## src/rtl/onchip_mem_arbiter.sv

```systemverilog
// Two Avalon-MM masters sharing one single-port on-chip RAM.
// Round-robin arbitration with a bounded hold count and a one-cycle tagged read return.
module onchip_mem_arbiter #(
   parameter int ADDR_W   = 11,
   parameter int DATA_W   = 32,
   parameter int MAX_HOLD = 4
) (
   input  logic                clk,
   input  logic                reset_n,
   input  logic [ADDR_W-1:0]   m0_address,
   input  logic [DATA_W/8-1:0] m0_byteenable,
   input  logic                m0_read,
   input  logic                m0_write,
   input  logic [DATA_W-1:0]   m0_writedata,
   output logic                m0_waitrequest,
   output logic [DATA_W-1:0]   m0_readdata,
   output logic                m0_readdatavalid,
   input  logic [ADDR_W-1:0]   m1_address,
   input  logic [DATA_W/8-1:0] m1_byteenable,
   input  logic                m1_read,
   input  logic                m1_write,
   input  logic [DATA_W-1:0]   m1_writedata,
   output logic                m1_waitrequest,
   output logic [DATA_W-1:0]   m1_readdata,
   output logic                m1_readdatavalid,
   output logic [ADDR_W-1:0]   ram_address,
   output logic [DATA_W/8-1:0] ram_byteenable,
   output logic                ram_chipselect,
   output logic                ram_write,
   output logic [DATA_W-1:0]   ram_writedata,
   output logic                ram_clken,
   input  logic [DATA_W-1:0]   ram_readdata
);
   localparam int         BE_W       = DATA_W / 8;
   localparam logic [3:0] HOLD_MAX_C = 4'(MAX_HOLD);
   localparam logic [3:0] HOLD_SAT_C = 4'd15;

   logic       req0_s;
   logic       req1_s;
   logic       grant_s;
   logic       winner_s;
   logic       win_read_s;
   logic       win_write_s;
   logic       rd_acc_s;
   logic       last_r;
   logic [3:0] hold_cnt_r;
   logic       rd_pend_r;
   logic       rd_owner_r;

   assign req0_s = m0_read | m0_write;
   assign req1_s = m1_read | m1_write;

   // Arbitration. A zero hold count (fresh from reset) hands contention away from last_r, i.e. to m0.
   always_comb begin
      grant_s  = 1'b0;
      winner_s = 1'b0;
      if (!reset_n) begin
         grant_s  = 1'b0;
         winner_s = 1'b0;
      end else if (req0_s && req1_s) begin
         grant_s = 1'b1;
         if ((hold_cnt_r != 4'd0) && (hold_cnt_r < HOLD_MAX_C)) begin
            winner_s = last_r;
         end else begin
            winner_s = ~last_r;
         end
      end else if (req0_s) begin
         grant_s  = 1'b1;
         winner_s = 1'b0;
      end else if (req1_s) begin
         grant_s  = 1'b1;
         winner_s = 1'b1;
      end else begin
         grant_s  = 1'b0;
         winner_s = 1'b0;
      end
   end

   // Winner's command onto the RAM port; all zero when nobody is granted.
   always_comb begin
      ram_address    = {ADDR_W{1'b0}};
      ram_byteenable = {BE_W{1'b0}};
      ram_writedata  = {DATA_W{1'b0}};
      win_read_s     = 1'b0;
      win_write_s    = 1'b0;
      if (grant_s) begin
         case (winner_s)
            1'b0: begin
               ram_address    = m0_address;
               ram_byteenable = m0_byteenable;
               ram_writedata  = m0_writedata;
               win_read_s     = m0_read;
               win_write_s    = m0_write;
            end
            1'b1: begin
               ram_address    = m1_address;
               ram_byteenable = m1_byteenable;
               ram_writedata  = m1_writedata;
               win_read_s     = m1_read;
               win_write_s    = m1_write;
            end
            default: begin
               win_read_s  = 1'b0;
               win_write_s = 1'b0;
            end
         endcase
      end else begin
         win_read_s  = 1'b0;
         win_write_s = 1'b0;
      end
   end

   // A read that arrives together with a write is dropped; the write still executes.
   assign rd_acc_s         = grant_s & win_read_s & ~win_write_s;
   assign ram_chipselect   = grant_s;
   assign ram_write        = grant_s & win_write_s;
   assign ram_clken        = reset_n;
   assign m0_waitrequest   = ~(grant_s & ~winner_s);
   assign m1_waitrequest   = ~(grant_s & winner_s);
   assign m0_readdata      = ram_readdata;
   assign m1_readdata      = ram_readdata;
   assign m0_readdatavalid = rd_pend_r & ~rd_owner_r;
   assign m1_readdatavalid = rd_pend_r & rd_owner_r;

   // Ownership and saturating streak counter, advanced only on accepted transfers.
   always_ff @(posedge clk or negedge reset_n) begin
      if (!reset_n) begin
         last_r     <= 1'b1;
         hold_cnt_r <= 4'd0;
      end else if (grant_s) begin
         if (winner_s == last_r) begin
            if (hold_cnt_r != HOLD_SAT_C) begin
               hold_cnt_r <= hold_cnt_r + 4'd1;
            end
         end else begin
            last_r     <= winner_s;
            hold_cnt_r <= 4'd1;
         end
      end
   end

   // Read return tag: valid exactly one cycle after the accept.
   always_ff @(posedge clk or negedge reset_n) begin
      if (!reset_n) begin
         rd_pend_r  <= 1'b0;
         rd_owner_r <= 1'b0;
      end else begin
         rd_pend_r <= rd_acc_s;
         if (rd_acc_s) begin
            rd_owner_r <= winner_s;
         end
      end
   end
endmodule

```

## config.mk

```make
export PLATFORM = sky130hd
export DESIGN_NAME = onchip_mem_arbiter
export DESIGN_NICKNAME = d
export VERILOG_FILES = /design/src/rtl/onchip_mem_arbiter.sv
export SDC_FILE = /design/constraint.sdc
export NUM_CORES = 1
export LEC_CHECK = 0
export ABC_AREA = 0
export CAP_MARGIN = 10
export CORE_AREA = 2 2 97 99
export DETAILED_ROUTE_END_ITERATION = 10
export DIE_AREA = 0 0 99 101
export GPL_ROUTABILITY_DRIVEN = 0
export PLACE_DENSITY = 0.65
export SLEW_MARGIN = 15
export SYNTH_ARGS = -nofsm -noshare
export SYNTH_HDL_FRONTEND = slang
export SYNTH_SLANG_ARGS = --single-unit
```

## constraint.sdc

```tcl
create_clock -name clk -period 2.5 [get_ports clk]
set_input_delay 0.5 -clock clk [delete_from_list [all_inputs] [get_ports clk]]
set_output_delay 0.5 -clock clk [all_outputs]
set_load 0.02 [all_outputs]
```

==> flow_results.org <==
** Outcome
- The flow ran to the end, and the final reports show no timing, DRC or antenna violations.

** Synthesis
- The largest total area in the synthesized netlist belongs to buf_4.
- Summed over its instances, the top area cell type makes up 28.4% of the synthesized netlist area.
- The number of nets handed over by synthesis was 420.
- Number of enable-type register cells in the synthesized netlist :: 0
- Library cell with the highest instance count after synthesis :: buf_4
- A synthesized cell averages 6.09 µm².
- For this run, the number of Yosys warnings is 0.
- Sorting the synthesized cells by how often they occur yields buf_4, nand2_1, nand3_1.
- Synthesis inferred 7 register bits.
- The share of the Yosys chip area taken by registers is 10.1%.
- The cell area that synthesis handed to floorplanning was 0.00174 mm².
- Ranked by total cell area, the synthesized netlist is headed by buf_4, nand3_1, o21ai_1.
- Share of async-settable or async-resettable flops after synthesis :: 100%
- Primary FF master, synth :: dfrtp_1
- In the synthesized netlist, the number of instances is 286.
- Yosys cell types :: 30

** Global route
- Combined global-route utilization of all metal layers :: 12.5%
- The number of antenna violations at the first check in global routing came to 0.
- GRT Residual Overflow :: 0
- Pin count of the biggest net entering global routing :: 51
- Met3 track utilization from global routing :: 2.43%
- Global routing used 13.0% of the available met1 tracks.
- The via count of the first global-routing pass is 2,135.
- The first global-routing pass estimated 10.3 mm of wire.
- Global routing's busiest layer :: met2
- Global routing consumed, on the met2 layer, 24.4% of the routing resources.

** Detailed routing
- Detailed-route wire length :: 7.14 mm
- Number of routed nets with antenna violations :: 0
- After detailed routing, the number of remaining DRC violations is 0.
- Summing over every cut layer, the via total after detailed routing is 2,243.
- In this run, the number of DRC markers left after iteration 0 of detailed routing was 31.
- Wire length per cell after detailed routing :: 14.5 µm
- Before antenna repair, the detailed router went through 4 iterations.
- After detailed routing, the number of vias per cell comes to 4.55.

** Finish
- Summing all non-filler instances in the final layout gives an area of 0.00298 mm².
- Layout filler cell count :: 993
- Antenna diodes :: 0
- Synth-to-layout area growth :: 71.2%
- Register area :: 176 µm²
- In the final layout, the share of cells above drive strength 1 is 23.3%.
- Nets :: 517
- Summing all multi-input logic gate instances after layout gives 995 µm².

** Critical path
- The most critical setup path has its startpoint at hold_cnt_r[0].
- Worst-path maximum fanout :: 25
- By startpoint and endpoint, the worst setup path is classified as reg2out.
- Critical R2R Launch :: last_r
- Type of element launching the critical path :: flip-flop
- Counting cells, the worst reg-to-reg path comes to 5.
- Capturing element type of the critical path :: output port
- Required time worst endpoint :: 2000 ps
- STA puts the critical path data arrival time at 1910 ps.

** Floorplan
- The floorplan has 35 rows.
- Die Span X :: 99 µm
- Number of primary I/O pins :: 250
- Vertical die dimension :: 101 µm
- Floorplan Core Area :: 0.00898 mm²
- Starting density of the core :: 19.4%
- The die covers 0.0100 mm².

** CTS
- Root Buffer :: clkbuf_8
- Clock latency on the worst-skew pair, taken at its later pin, is 230 ps.
- The clock passes through at most 2 buffers.
- Clock buffer count from CTS :: 3
- TritonCTS clock tree :: yes
- In this run the number of H-tree levels came out at 1.
- Clock tree synthesis found a total of 7 sinks.
- Hold repair after CTS inserted 0 buffers.
- After clock tree synthesis, the clock-pin slew on the worst setup and hold paths is 40 ps.

** STA
- In the final timing run, aggregate negative setup slack is 0 ps.
- Subtracting the final worst setup slack from the clock period gives 2410 ps.
- The final count of pins violating max slew was 0.
- Timing would allow up to 0.415 GHz.
- Actual slew at the worst max-slew pin :: 341 ps
- Final Hold Viols :: 0
- Worst setup skew after layout :: 0.772 ps
- Setup violations remaining at the end of the flow were counted as 0.
- Worst setup margin :: 92.7 ps
- Dividing the final minimum period by the clock period gives 96.3%.
- In this run the tightest slew margin relative to its limit is 77.0%.

** Power and ir drop
- In this run the power density over the cells is 759 mW/mm².
- The worst-case IR drop observed on VDD is 0.000363 V.
- Lkg Pwr :: 1.28 nW

** Placement
- Post-Place Worst Slack :: -445 ps
- Count of input and output buffers :: 153
- Detailed placement HPWL :: 5.30 mm
- Placed instance area :: 0.00304 mm²

** Worst hold path
- The tightest min-delay check is of the in2async type.

** Job
- Across the run, the number of max-cap violations was 0.
==> registers in the layout, indices dropped and copies added, names as in the netlist <==
register    flops
hold_cnt_r      4
rd_owner_r      1
last_r          1
rd_pend_r       1
==> worst max-delay path, stage by stage, from the launching register on <==
cell     delay, ps
dfrtp_1        340
inv_1           80
ha_4           180
o31a_1         270
o22ai_4        120
and2_4         240
buf_12         180
o21ai_1        100
buf_4          160
==> per-layer routing <==
metal | routed length, µm | vias to the layer above
met5 | 0 | -
met4 | 210 | 0
met3 | 661 | 30
met2 | 3630 | 108
met1 | 2630 | 1002
li1 | - | 1103
==> area by class of cell <==
class                           count  area share [%]
Clock buffer                        4            1.51
Inverter                            4           0.504
Multi-Input combinational cell    189            33.4
Sequential cell                     7            5.92
Tap cell                          111            4.66
Timing Repair Buffer              178            54.0
==> report_power, final <==
part           internal, W  switching, W
Combinational     0.000865       0.00102
Clock             0.000110     0.0000510
Sequential        0.000167     0.0000486
Total              0.00114       0.00112
==> through the flow <==
step                      utilization (%)  power, W  cells  hold slack [ps]
after global placement               33.9   0.00199    484              502
after floorplan                         -   0.00128    286              204
after global routing                 33.2   0.00242    493              420
after detailed placement             33.9   0.00200    484              528
final                                33.2   0.00226    493              392
after CTS                            34.5   0.00223    492              390
==> final timing paths <==
path                                         end  slack, ps
worst max register to register     hold_cnt_r[0]        690
worst min-delay path                   rd_pend_r        390
worst min register to register        rd_owner_r        530
max in group asynchronous                 last_r       1860
worst max-delay path            ram_writedata[6]         90
min in group clk                      rd_owner_r        530
==> cell families (layout without fill, tap and decap cells) <==
logic type                 Yosys count  in the layout  share of synthesized area [%]
AOI/OAI and AO/OA                   67             67                           22.1
and+or+nand+nor                    119            119                           30.9
buffers and inverters               90            186                           34.8
DFF                                  7              7                           10.1
adders and majority gates            2              2                           1.44
muxes                                1              1                          0.647
==> placed cells by master (no fill, tap or decap), types with 3 or more instances in the layout <==
master,n
clkdlybuf4s50_1,97
nor2_1,5
nand3_1,52
nand2_1,54
clkbuf_8,3
buf_4,26
o21ai_1,49
buf_2,39
dlygate4sd2_1,6
a21oi_1,3
a211oi_1,3
buf_12,7
dfrtp_1,6
==> timing repair <==
item | CTS | global route
pin swaps | 3 | 0
buffers inserted | 3 | 0
setup endpoints to repair | 51 | 48
gates cloned | 1 | 1
resized for setup | 185 | 42
hold endpoints to repair | 0 | 0
Power figures use the tool's default switching activity.
